**config.mk**
```make
export PLATFORM = sky130hd
export DESIGN_NAME = fpu_issue_sequencer
export DESIGN_NICKNAME = d
export VERILOG_FILES = /design/src/rtl/fpu_issue_sequencer.sv
export SDC_FILE = /design/constraint.sdc
export NUM_CORES = 1
export LEC_CHECK = 0
export ABC_AREA = 1
export BUFFER_PORTS_ARGS = -buffer_cell sky130_fd_sc_hd__buf_2
export CAP_MARGIN = 5
export CORE_ASPECT_RATIO = 1.4
export CORE_UTILIZATION = 57
export DETAILED_ROUTE_END_ITERATION = 12
export GPL_TIMING_DRIVEN = 0
export PLACE_DENSITY = 0.83
export RECOVER_POWER = 25
export SLEW_MARGIN = 20
export SYNTH_ARGS = -nofsm -noshare
export SYNTH_HDL_FRONTEND = slang
export SYNTH_SLANG_ARGS = --single-unit
```
**constraint.sdc**
```tcl
create_clock -name Clk -period 3 [get_ports Clk]
set_input_delay 0.45 -clock Clk [delete_from_list [all_inputs] [get_ports Clk]]
set_output_delay 0.45 -clock Clk [all_outputs]
set_load 0.03 [all_outputs]
```
**src/rtl/fpu_issue_sequencer.sv**
```systemverilog
// fpu_issue_sequencer: issue/sequencing controller for the FPU.
// Drives the shared add/sub pipeline (stage enables, valids, OpSel, tags),
// starts the iterative mul/div unit and merges its result at MERGE_STAGE
// while keeping completion in order under full output back-pressure.
// Optional build macro: FPU_SEQ_PERF_CNT_EN adds IssueCount/StallCount.
module fpu_issue_sequencer #(
  parameter int unsigned NUM_STAGES  = 4,
  parameter int unsigned MERGE_STAGE = 2,
  parameter int unsigned TAG_WIDTH   = 4
) (
  input  logic                  Clk,
  input  logic                  Reset,
  input  logic                  InValid,
  output logic                  InReady,
  input  logic [1:0]            InOp,
  input  logic [TAG_WIDTH-1:0]  InTag,
  output logic [NUM_STAGES-1:0] StageEn,
  output logic [NUM_STAGES-1:0] StageValid,
  output logic [NUM_STAGES-1:0] StageOpSel,
  output logic                  MdStart,
  output logic                  MdIsDiv,
  input  logic                  MdDone,
  output logic                  OutValid,
  input  logic                  OutReady,
  output logic [TAG_WIDTH-1:0]  OutTag,
  output logic                  Busy
`ifdef FPU_SEQ_PERF_CNT_EN
  ,
  output logic [15:0]           IssueCount,
  output logic [15:0]           StallCount
`endif
);

  localparam logic [1:0] IDLE    = 2'd0;
  localparam logic [1:0] MD_WAIT = 2'd1;
  localparam logic [1:0] MD_HOLD = 2'd2;

  logic [1:0]                           state_q, state_d;
  logic [NUM_STAGES-1:0]                valid_q, valid_d;
  logic [NUM_STAGES-1:0]                opsel_q, opsel_d;
  logic [NUM_STAGES-1:0][TAG_WIDTH-1:0] tag_q, tag_d;
  logic [TAG_WIDTH-1:0]                 md_tag_q, md_tag_d;
  logic                                 md_start_q, md_start_d;
  logic                                 md_is_div_q, md_is_div_d;

  logic advance;
  logic idle;
  logic in_ready;
  logic accept;
  logic accept_md;
  logic accept_as;
  logic can_inject;
  logic inject;

  // Global stall, issue handshake and merge-slot availability
  always_comb begin
    advance    = ~(valid_q[NUM_STAGES-1] & ~OutReady);
    idle       = (state_q == IDLE);
    in_ready   = advance & idle;
    accept     = InValid & in_ready;
    accept_md  = accept & InOp[1];
    accept_as  = accept & ~InOp[1];
    // Stages ahead of the merge point must be empty so no older add/sub is overtaken
    can_inject = advance & (valid_q[MERGE_STAGE-1:0] == '0);
  end

  // Mul/div sequencing FSM: start pulse, wait for result, hold until the merge slot frees
  always_comb begin
    state_d     = state_q;
    md_tag_d    = md_tag_q;
    md_start_d  = 1'b0;
    md_is_div_d = md_is_div_q;
    inject      = 1'b0;
    case (state_q)
      IDLE: begin
        if (accept_md) begin
          state_d     = MD_WAIT;
          md_tag_d    = InTag;
          md_start_d  = 1'b1;
          md_is_div_d = InOp[0];
        end
      end
      MD_WAIT: begin
        if (MdDone) begin
          if (can_inject) begin
            inject  = 1'b1;
            state_d = IDLE;
          end else begin
            state_d = MD_HOLD;
          end
        end
      end
      MD_HOLD: begin
        if (can_inject) begin
          inject  = 1'b1;
          state_d = IDLE;
        end
      end
      default: state_d = IDLE;
    endcase
  end

  // Pipeline shift with add/sub entry at stage 0 and mul/div entry at MERGE_STAGE
  always_comb begin
    valid_d = valid_q;
    opsel_d = opsel_q;
    tag_d   = tag_q;
    if (advance) begin
      for (int i = 1; i < int'(NUM_STAGES); i++) begin
        valid_d[i] = valid_q[i-1];
        opsel_d[i] = opsel_q[i-1];
        tag_d[i]   = tag_q[i-1];
      end
      valid_d[0] = accept_as;
      opsel_d[0] = 1'b0;
      tag_d[0]   = accept_as ? InTag : '0;
      if (inject) begin
        valid_d[MERGE_STAGE] = 1'b1;
        opsel_d[MERGE_STAGE] = 1'b1;
        tag_d[MERGE_STAGE]   = md_tag_q;
      end
    end
  end

  // State and pipeline registers
  always_ff @(posedge Clk or posedge Reset) begin
    if (Reset) begin
      state_q     <= IDLE;
      valid_q     <= '0;
      opsel_q     <= '0;
      tag_q       <= '0;
      md_tag_q    <= '0;
      md_start_q  <= 1'b0;
      md_is_div_q <= 1'b0;
    end else begin
      state_q     <= state_d;
      valid_q     <= valid_d;
      opsel_q     <= opsel_d;
      tag_q       <= tag_d;
      md_tag_q    <= md_tag_d;
      md_start_q  <= md_start_d;
      md_is_div_q <= md_is_div_d;
    end
  end

  assign InReady    = in_ready;
  assign StageEn    = {NUM_STAGES{advance}};
  assign StageValid = valid_q;
  assign StageOpSel = opsel_q;
  assign MdStart    = md_start_q;
  assign MdIsDiv    = md_is_div_q;
  assign OutValid   = valid_q[NUM_STAGES-1];
  assign OutTag     = tag_q[NUM_STAGES-1];
  assign Busy       = (|valid_q) | ~idle;

`ifdef FPU_SEQ_PERF_CNT_EN
  logic [15:0] issue_cnt_q, issue_cnt_d;
  logic [15:0] stall_cnt_q, stall_cnt_d;

  // Saturating accept and stall-cycle counters
  always_comb begin
    issue_cnt_d = issue_cnt_q;
    stall_cnt_d = stall_cnt_q;
    if (accept && (issue_cnt_q != 16'hFFFF)) begin
      issue_cnt_d = issue_cnt_q + 16'd1;
    end
    if (!advance && (stall_cnt_q != 16'hFFFF)) begin
      stall_cnt_d = stall_cnt_q + 16'd1;
    end
  end

  // Counter registers
  always_ff @(posedge Clk or posedge Reset) begin
    if (Reset) begin
      issue_cnt_q <= '0;
      stall_cnt_q <= '0;
    end else begin
      issue_cnt_q <= issue_cnt_d;
      stall_cnt_q <= stall_cnt_d;
    end
  end

  assign IssueCount = issue_cnt_q;
  assign StallCount = stall_cnt_q;
`endif

endmodule

```
==> results of run 1 <==
-- final cells by class --
type | count | share of cell area (%)
sequential | 30 | 44.4
multi-input combinational | 89 | 28.3
timing repair buffer | 29 | 8.59
buffer | 16 | 7.48
inverter | 22 | 4.89
clock buffer | 6 | 3.04
tap | 34 | 2.52
clock inverter | 2 | 0.741
-- cells by family (layout without fill, tap and decap cells) --
logic type / count (synthesis) / count (layout) / synth area share, %
buffers and inverters: 38 / 75 / 14.6
and+or+nand+nor: 65 / 65 / 21.7
AOI/OAI and AO/OA: 18 / 18 / 7.59
other: 1 / 2 / 0.262
DFF: 30 / 30 / 52.4
adders and majority gates: 4 / 4 / 3.49
-- metal layers --
| layer | track usage [%] | vias up | wire length [um] | share of wire [%] |
|---|---|---|---|---|
| li1 | - | 550 | - | - |
| met1 | 24.4 | 500 | 986 | 39 |
| met4 | 13.4 | 0 | 62 | 2.5 |
| met5 | 0 | - | 0 | 0 |
| met2 | 34.7 | 28 | 1360 | 54 |
| met3 | 7.04 | 8 | 99 | 3.9 |
-- power by group --
part / leakage (uW) / internal [uW] / switching, uW / total (uW)
Clock: 0.0000343 / 112 / 140 / 253
Combinational: 0.000519 / 287 / 526 / 813
Sequential: 0.000400 / 539 / 89.8 / 629
-- path summary, 6_finish.rpt --
check                                           from                     end  slack (ns)  cells past startpoint
setup / recovery           StageValid[3]$_DFFE_PP0N_              StageEn[2]        1.04                      5
hold / removal                               InOp[0]     MdIsDiv$_DFFE_PP0P_        0.32                      3
setup reg to reg              state_q[0]$_DFFE_PP0P_    tag_q[0]$_DFFE_PP0N_        1.58                      6
hold reg to reg                OutTag[3]$_DFFE_PP0N_   OutTag[3]$_DFFE_PP0N_        0.48                      2
max in group asynchronous                      Reset  state_q[1]$_DFFE_PP0P_        1.98                      2
min in group asynchronous                      Reset    tag_q[3]$_DFFE_PP0N_        0.37                      2
-- sequential cells by signal, summed over array words and instances, names as in the netlist --
name,cells
state_q,2
MdStart,1
tag_q,12
MdIsDiv,1
OutTag,4
StageOpSel,2
md_tag_q,4
StageValid,4
-- cells in the final DEF (no fill, tap or decap), types with 4 or more instances in the layout --
| cell | instances |
|---|---|
| nand2_1 | 44 |
| o21ai_0 | 9 |
| nand3_1 | 12 |
| o22ai_1 | 4 |
| buf_2 | 31 |
| ha_1 | 4 |
| inv_1 | 20 |
| buf_4 | 12 |
| dfrtp_1 | 30 |
| clkbuf_4 | 5 |
-- worst max-delay path, cell delays in order, from the launching register on --
cell     delay (ns)
dfrtp_1        0.44
nand2_4        0.13
buf_8          0.15
buf_6          0.16
buf_4          0.12
buf_2          0.19
-- per-stage QoR --
| step | hold WS (ns) | cell area (um2) |
|---|---|---|
| 6_report | 0.324 | 1690 |
| 5_1_grt | 0.327 | 1690 |
| 4_1_cts | 0.314 | 1690 |
| 3_5_place_dp | 0.461 | 1630 |
| 3_3_place_gp | 0.455 | 1630 |
| 2_1_floorplan | 0.443 | 1440 |
==> metrics.md, run 1 <==
| Metric | Value |
|---|---|
| Final Setup Violations | `0` |
| CTS H-Tree Depth | `2` |
| CTS Sinks | `30` |
| CP max FO | `13` |
| Multi-input logic area | `about 480 um2` |
| # diodes | `0` |
| Post_cts resized | `0` |
| Area Overhead vs Synth | `17.8%` |
| Setup TNS | `0 ns` |
| Syn avg cell area | `approximately 9 um2` |
| Reg area | `approximately 750 um2` |
| Register area share after synthesis | `52.4%` |
| Clock latency at the later pin of the worst-skew pair | `approximately 0.33 ns` |
| Util after Layout | `between 70 and 80%` |
| Die Area | `about 0.0027 mm2` |
| Fin. max-slew vios | `0` |
| Crit share post-route | `65.4%` |
| Number of global-route vias before repair | `slightly below 1k` |
| Max-Slew Margin vs Limit | `between 20% and 30%` |
| Final worst path period need | `approximately 2 ns` |
| Row count | `21` |
| Dpl ws | `1.22 ns` |
| Hold buffers post-CTS | `0` |
| Max Clk Rate | `a little over 500 MHz` |
| Ports | `32` |
| Worst-Margin Slew | `between 1 and 1.5 ns` |
| Post-CTS Setup Bufs | `0` |
| Initial DRC count | `27` |
| Worst EP arrival | `between 1.5 and 2 ns` |
| Cts bufs inserted | `5` |
| Hold Violations, Final | `0` |
| Detailed Routing Iterations Pass 1 | `4` |
| Yosys top cell by area | `dfrtp_1` |
| Status | `complete, no violations` |
| Largest net degree at the start of global routing | `31` |
| Port buffer count | `29` |
| Setup CP Type | `flip-flop to output port` |
| Clock Tree Buf Depth | `2` |
| Chip width | `44.4 um` |
| Crit end category | `output port` |
| Req. time, crit path | `roughly 2.6 ns` |
| Worst Setup Start Kind | `flip-flop` |
| Post-synth EDFFs | `0` |
| Avg WL per Cell | `~11 um` |
| Gpl congestion | `between 0.7 and 0.8` |
| # DRC | `0` |
| Routed Antenna Nets | `0` |
| Post-Syn Area | `0.00143 mm2` |
| RSZ-0062 raised after global routing | `false` |
| Max-cap viol count | `0` |
| Post-Synthesis Cells | `156` |
| Initial core utilization | `60.0%` |
| Grt ovf | `0` |
| Largest cells by area after synthesis | `dfrtp_1 (52%), nand2_1 (12%), buf_4 (6.3%), inv_1 (5.2%), nand3_1 (4.2%)` |
| Yosys top cell area share | `52.4%` |
| Yosys cell types | `23` |
| HP Class | `input pin to flip-flop` |
| Synth Register Bits | `30` |
| Count leader, synth | `nand2_1` |
| Chip Height | `61.3 um` |
| First-pass GRT wire length | `4090 um` |
| Vias/cell | `4.76` |
| Layout cell share with drive strength beyond 1 | `between 30% and 40%` |
| CTS root buf | `clkbuf_4` |
| Via count | `~1.1k` |
| Post-DP HPWL | `~1900 um` |
| Total power | `about 1700 uW` |
| Peak VDD IR | `around 0.74 mV` |
| WL final | `between 2000 and 3000 um` |
| Fin worst setup slack | `between 1 and 1.5 ns` |
| Placed insts | `between 200 and 250` |
| Post-synth ARST share | `100%` |
| Filler instances | `approximately 190` |
| Final net count | `between 200 and 250` |
| Finished Layout Cells | `~230` |
| Pleak | `about 0.00095 uW` |
| GRT Util Overall | `between 20% and 30%` |
| Core area | `between 0.002 and 0.0025 mm2` |
| Synth Warn # | `0` |
| Initial antenna violation count | `0` |
| Clock skew | `about 0.013 ns` |
| Predominant post-synthesis flop cell | `dfrtp_1` |
| PwrDens | `1000 mW/mm2` |
| Most frequent cells after synthesis | `nand2_1 (44), dfrtp_1 (30), inv_1 (20)` |
| CTS tree | `yes` |
| Clock slew at reported path FFs | `approximately 0.080 ns` |
Power figures use the tool's default switching activity.
==> inputs of run 2 (changes only) <==
- CORE_UTILIZATION: 57 -> 53
- PLACE_DENSITY: 0.83 -> 0.78
- clock period: 3 -> 1.82 ns (I/O delays scaled with it)
==> metrics.md, run 2 (synthesis results as in run 1) <==
| Metric | Value |
|---|---|
| CTS root buf | `clkbuf_4` |
| First-pass GRT wire length | `4490 um (+9.6%)` |
| Max Clk Rate | `between 500 and 600 MHz` |
| Sw power | `1230 uW (+63%)` |
| Fin. max-slew vios | `0 (unchanged)` |
| Peak VDD IR | `1.11 mV (+51%)` |
| Area Overhead vs Synth | `19.7%` |
| Internal Power | `1700 uW (+81%)` |
| Finished Layout Cells | `228 (unchanged)` |
| CTS Sinks | `30 (unchanged)` |
| Status | `complete, no violations` |
| Chip width | `46.0 um (+3.5%)` |
| WL final | `2530 um (+0.84%)` |
| Cts bufs inserted | `5 (unchanged)` |
| Vias/cell | `4.86 (+1.9%)` |
| Die Area | `0.00292 mm2 (+7.3%)` |
| Initial DRC count | `24 (-11%)` |
| RSZ-0062 raised after global routing | `false` |
| Hold buffers post-CTS | `0 (unchanged)` |
| Hold path depth | `3 (unchanged)` |
| Fin worst setup slack | `0.0849 ns (-0.954 ns)` |
| Layout cell share with drive strength beyond 1 | `32.5% (+0.52 points)` |
| Worst Setup Start Kind | `flip-flop` |
| Initial antenna violation count | `0 (unchanged)` |
| CTS tree | `yes` |
| Number of global-route vias before repair | `1,040 (+5.7%)` |
| Hold Crit Start | `InOp[0]` |
| Grt ovf | `0 (unchanged)` |
| Final Setup Violations | `0 (unchanged)` |
| Ports | `32 (unchanged)` |
| Crit share post-route | `95.3%` |
| Post-DP HPWL | `1840 um (-1.7%)` |
| CTS H-Tree Depth | `2 (unchanged)` |
| Max-cap viol count | `0 (unchanged)` |
| # DRC | `0 (unchanged)` |
| Most frequent cells in the layout | `nand2_1 (44), buf_2 (31), dfrtp_1 (30)` |
| Worst EP arrival | `1.46 ns (-0.05 ns)` |
| Port buffer count | `29 (unchanged)` |
| Core area | `0.00247 mm2 (+3.3%)` |
| Req. time, crit path | `1.55 ns (-1.00 ns)` |
| Most flops, register | `tag_q` |
| Combinational share of power | `46.7% (-1.3 points)` |
| Dpl ws | `0.404 ns (-0.818 ns)` |
| Clock skew | `0.00843 ns (-0.00496 ns)` |
| Setup TNS | `0 ns (unchanged)` |
| Hold Violations, Final | `0 (unchanged)` |
| R2r setup slk | `0.42 ns (-1.16 ns)` |
| HP Class | `input pin to flip-flop` |
| # diodes | `0 (unchanged)` |
| Routed Antenna Nets | `0 (unchanged)` |
| Crit Reg-Reg Endpoint | `tag_q[10]$_DFFE_PP0N_` |
| PwrDens | `1710 mW/mm2 (+70%)` |
| Initial core utilization | `58.1% (-1.9 points)` |
| Commonest non-fill, non-tap cell in the layout | `nand2_1` |
| FF-to-FF Start | `state_q[0]$_DFFE_PP0P_` |
| Via count | `1,107 (+1.9%)` |
| GRT Util Overall | `21.1% (-0.34 points)` |
| Chip Height | `63.5 um (+3.6%)` |
| CP max FO | `13 (unchanged)` |
| Crit end category | `output port` |
| Final net count | `209 (+0.48%)` |
| Pleak | `0.000967 uW (+1.5%)` |
| Row count | `21 (unchanged)` |
| Final worst path period need | `1.74 ns` |
| Clock latency at the later pin of the worst-skew pair | `0.32 ns (about the same)` |
| Detailed Routing Iterations Pass 1 | `4 (unchanged)` |
| Sw Share | `41.9% (-2.7 points)` |
| Largest net degree at the start of global routing | `31 (unchanged)` |
| Setup CP Type | `flip-flop to output port` |
| Largest register FFs | `12 (unchanged)` |
| Clock slew at reported path FFs | `0.09 ns (about the same)` |
| Worst-Margin Slew | `1.06 ns (-0.0155 ns)` |
| Clk network pwr share | `18.2% (+3.3 points)` |
| Max-Slew Margin vs Limit | `29.2% (+1.0 points)` |
| Gpl congestion | `0.777 (-0.80%)` |
| Avg WL per Cell | `11.1 um (+0.84%)` |
| Total power | `2930 uW (+73%)` |
| Sequential fraction of design power | `35.1% (-2.0 points)` |
| Post-DP Area | `0.00163 mm2 (unchanged)` |
| Worst Hold End | `MdIsDiv$_DFFE_PP0P_` |
| Placed insts | `220 (unchanged)` |
| Clock Tree Buf Depth | `2 (unchanged)` |
| R2r worst-path depth | `8 (+2)` |
| Final Instance Area | `0.00172 mm2 (+1.6%)` |
[run 2: how the worst max path moves through the flow]
stage                                   start                    to  slack [ns]  cells after the start
floorplan           StageValid[3]$_DFFE_PP0N_            StageEn[0]        0.43                      4
global placement    StageValid[3]$_DFFE_PP0N_            StageEn[1]        0.41                      5
detailed placement     state_q[0]$_DFFE_PP0P_  tag_q[0]$_DFFE_PP0N_        0.40                      6
CTS                    state_q[0]$_DFFE_PP0P_               InReady        0.06                      5
global route           state_q[0]$_DFFE_PP0P_               InReady       0.009                      5
finish              StageValid[3]$_DFFE_PP0N_            StageEn[2]        0.08                      5
[run 2: what timing repair did]
| item | CTS | global route |
|---|---|---|
| gates resized for setup | 0 | 1 |
| setup endpoints to repair | 0 | 3 |
| buffers inserted | 0 | 1 |
[run 2: final cells by class]
| class | count | area (um2) |
|---|---|---|
| tap | 34 | 42.5 |
| inverter | 22 | 82.6 |
| sequential | 30 | 751 |
| clock buffer | 6 | 51.3 |
| buffer | 16 | 126 |
| multi-input combinational | 89 | 480 |
| clock inverter | 1 | 30.0 |
| timing repair buffer | 30 | 153 |
| fill | 220 | 753 |
[run 2: critical path, cell delays in order (launching register included)]
cell	delay [ns]
dfrtp_1	0.42
nand2_4	0.12
buf_8	0.15
buf_6	0.16
buf_4	0.11
buf_2	0.18
[run 2: power by group through the flow]
stage / sequential, uW / clock, uW / combinational (uW)
global placement: 1030 / 0 / 1310
finish: 1030 / 534 / 1370
detailed placement: 1040 / 0 / 1350
CTS: 1030 / 544 / 1350
floorplan: 1140 / 0 / 935
global route: 1060 / 583 / 1500
[run 2: metrics by stage]
stage          hold slack [ns]  utilization [%]
2_1_floorplan            0.364                -
3_3_place_gp             0.455             65.8
3_5_place_dp             0.464             65.8
4_1_cts                  0.141             69.1
5_1_grt                  0.144             69.5
6_report                 0.151             69.5
[run 2: layer usage]
| layer | vias to the layer above | wire length, um | track usage (%) |
|---|---|---|---|
| met5 | - | 0 | 0 |
| met2 | 31 | 1340 | 33.8 |
| li1 | 547 | - | - |
| met1 | 524 | 1050 | 26.2 |
| met3 | 5 | 109 | 4.30 |
| met4 | 0 | 41 | 9.56 |
==> inputs of run 3 (changes only) <==
- clock period: 1.82 -> 1.8 ns (I/O delays scaled with it)
==> metrics.md, run 3 (synthesis results as in run 1) <==
| Metric | Value |
|---|---|
| Filler instances | `219 (-0.45%)` |
| First-pass GRT wire length | `4490 um (unchanged)` |
| Vias/cell | `4.84 (-0.27%)` |
| Chip width | `46.0 um (unchanged)` |
| Routed Antenna Nets | `0 (unchanged)` |
| Fin. max-slew vios | `0 (unchanged)` |
| Combinational share of power | `46.8% (about the same)` |
| Grt ovf | `0 (unchanged)` |
| GRT Util Overall | `21.1% (unchanged)` |
| Most frequent cells in the layout | `nand2_1 (44), dfrtp_1 (30), buf_2 (30)` |
| Post-DP HPWL | `1840 um (unchanged)` |
| Chip Height | `63.5 um (unchanged)` |
| CP max FO | `13 (unchanged)` |
| Worst-Margin Slew | `1.06 ns (+0.00230 ns)` |
| Layout cell share with drive strength beyond 1 | `33.0% (+0.52 points)` |
| Req. time, crit path | `1.53 ns (-0.02 ns)` |
| Largest register FFs | `12 (unchanged)` |
| Pleak | `0.000967 uW (about the same)` |
| Crit end category | `output port` |
| Detailed Routing Iterations Pass 1 | `4 (unchanged)` |
| Most flops, register | `tag_q` |
| Clock latency at the later pin of the worst-skew pair | `0.32 ns (about the same)` |
| Hold buffers post-CTS | `0 (unchanged)` |
| Row count | `21 (unchanged)` |
| Sw Share | `41.9% (about the same)` |
| PwrDens | `1730 mW/mm2 (+1.4%)` |
| Internal Power | `1730 uW (+1.6%)` |
| Avg WL per Cell | `11.2 um (+0.91%)` |
| CTS tree | `yes` |
| Max-Slew Margin vs Limit | `29.1% (-0.15 points)` |
| Via count | `1,104 (-0.27%)` |
| Commonest non-fill, non-tap cell in the layout | `nand2_1` |
| Max-cap viol count | `0 (unchanged)` |
| Status | `complete, no violations` |
| Gpl congestion | `0.777 (unchanged)` |
| Initial core utilization | `58.1% (unchanged)` |
| Util after Layout | `69.6% (+0.10 points)` |
| Setup TNS | `0 ns (unchanged)` |
| Cts bufs inserted | `5 (unchanged)` |
| CTS H-Tree Depth | `2 (unchanged)` |
| Die Area | `0.00292 mm2 (unchanged)` |
| Ports | `32 (unchanged)` |
| WL final | `2560 um (+0.91%)` |
| Setup CP Type | `flip-flop to output port` |
| Initial antenna violation count | `0 (unchanged)` |
| Final worst path period need | `roughly 1.7 ns` |
| Total power | `2980 uW (+1.6%)` |
| CTS root buf | `clkbuf_4` |
| # DRC | `0 (unchanged)` |
| Largest net degree at the start of global routing | `31 (unchanged)` |
| Clk network pwr share | `18.2% (about the same)` |
| Core area | `0.00247 mm2 (unchanged)` |
| Clock slew at reported path FFs | `0.09 ns (about the same)` |
| # diodes | `0 (unchanged)` |
| Port buffer count | `29 (unchanged)` |
| Clock Tree Buf Depth | `2 (unchanged)` |
| Worst Setup Start Kind | `flip-flop` |
| Placed insts | `220 (unchanged)` |
| Hold Violations, Final | `0 (unchanged)` |
| Final net count | `209 (unchanged)` |
| Worst EP arrival | `1.46 ns (about the same)` |
| R2r setup slk | `0.43 ns (about the same)` |
| Sequential fraction of design power | `35.0% (about the same)` |
| Peak VDD IR | `1.13 mV (+1.7%)` |
| Area Overhead vs Synth | `19.9%` |
| Sw power | `1250 uW (+1.6%)` |
| Number of global-route vias before repair | `1,040 (unchanged)` |
| RSZ-0062 raised after global routing | `false` |
| Final Setup Violations | `0 (unchanged)` |
| Clock skew | `0.00777 ns (-0.000665 ns)` |
| Initial DRC count | `21 (-13%)` |
| HP Class | `input pin to flip-flop` |
| Finished Layout Cells | `228 (unchanged)` |
| Max Clk Rate | `between 500 and 600 MHz` |
| CTS Sinks | `30 (unchanged)` |
| Crit share post-route | `a little over nine tenths` |
run 3: cell types whose count changed in the layout (fill, tap and decap cells not counted), sizes merged:
cell,previous run,this run
buf,46,45
clkbuf,6,7
run 3: worst paths after layout:
| path | start | depth (start not counted) | endpoint |
|---|---|---|---|
| max | StageValid[3]$_DFFE_PP0N_ | 5 | StageEn[2] |
| min | InOp[0] | 3 | MdIsDiv$_DFFE_PP0P_ |
| max reg2reg | state_q[0]$_DFFE_PP0P_ | 8 | tag_q[10]$_DFFE_PP0N_ |
| min reg2reg | OutTag[2]$_DFFE_PP0N_ | 2 | OutTag[2]$_DFFE_PP0N_ |
| max in group asynchronous | Reset | 2 | OutTag[3]$_DFFE_PP0N_ |
| min in group asynchronous | Reset | 2 | md_tag_q[1]$_DFFE_PP0P_ |
run 3: power groups by stage:
stage	sequential, uW	combinational [uW]	clock (uW)
floorplan	1160	946	0
detailed placement	1060	1360	0
global route	1070	1520	590
finish	1040	1390	543
global placement	1040	1320	0
CTS	1040	1370	550
run 3: layout make-up:
| cell class | instances | area [um2] | share of cell area (%) |
|---|---|---|---|
| clock inverter | 1 | 30.0 | 1.75 |
| sequential | 30 | 751 | 43.7 |
| clock buffer | 6 | 51.3 | 2.98 |
| tap | 34 | 42.5 | 2.47 |
| timing repair buffer | 30 | 155 | 9.02 |
| buffer | 16 | 126 | 7.35 |
| multi-input combinational | 89 | 480 | 27.9 |
| inverter | 22 | 82.6 | 4.80 |
run 3: worst max-delay path, cell delays in order (launching register included):
cell and delay (ns):
dfrtp_1 0.42, nand2_4 0.12, buf_8 0.15, buf_6 0.16, buf_4 0.11, buf_2 0.18
run 3: per-stage QoR:
stage	cell area (um2)	hold slack [ns]	setup WS (ns)
floorplan	1440	0.361	0.410
global placement	1630	0.455	0.397
detailed placement	1630	0.464	0.384
CTS	1710	0.138	0.0405
global route	1720	0.141	0.00119
finish	1720	0.150	0.0703
run 3: repair_timing:
item | in CTS | in global routing
endpoints found under the setup margin | 0 | 5
endpoints found under the hold margin | 0 | 0
resized for setup | 0 | 3
buffers inserted | 0 | 1
run 3: routing by layer:
layer | vias up | GRT usage [%] | wire [um]
li1 | 549 | - | -
met1 | 520 | 26.2 | 1030
met2 | 30 | 33.8 | 1360
met3 | 5 | 4.30 | 117
met4 | 0 | 9.56 | 41
met5 | - | 0 | 0
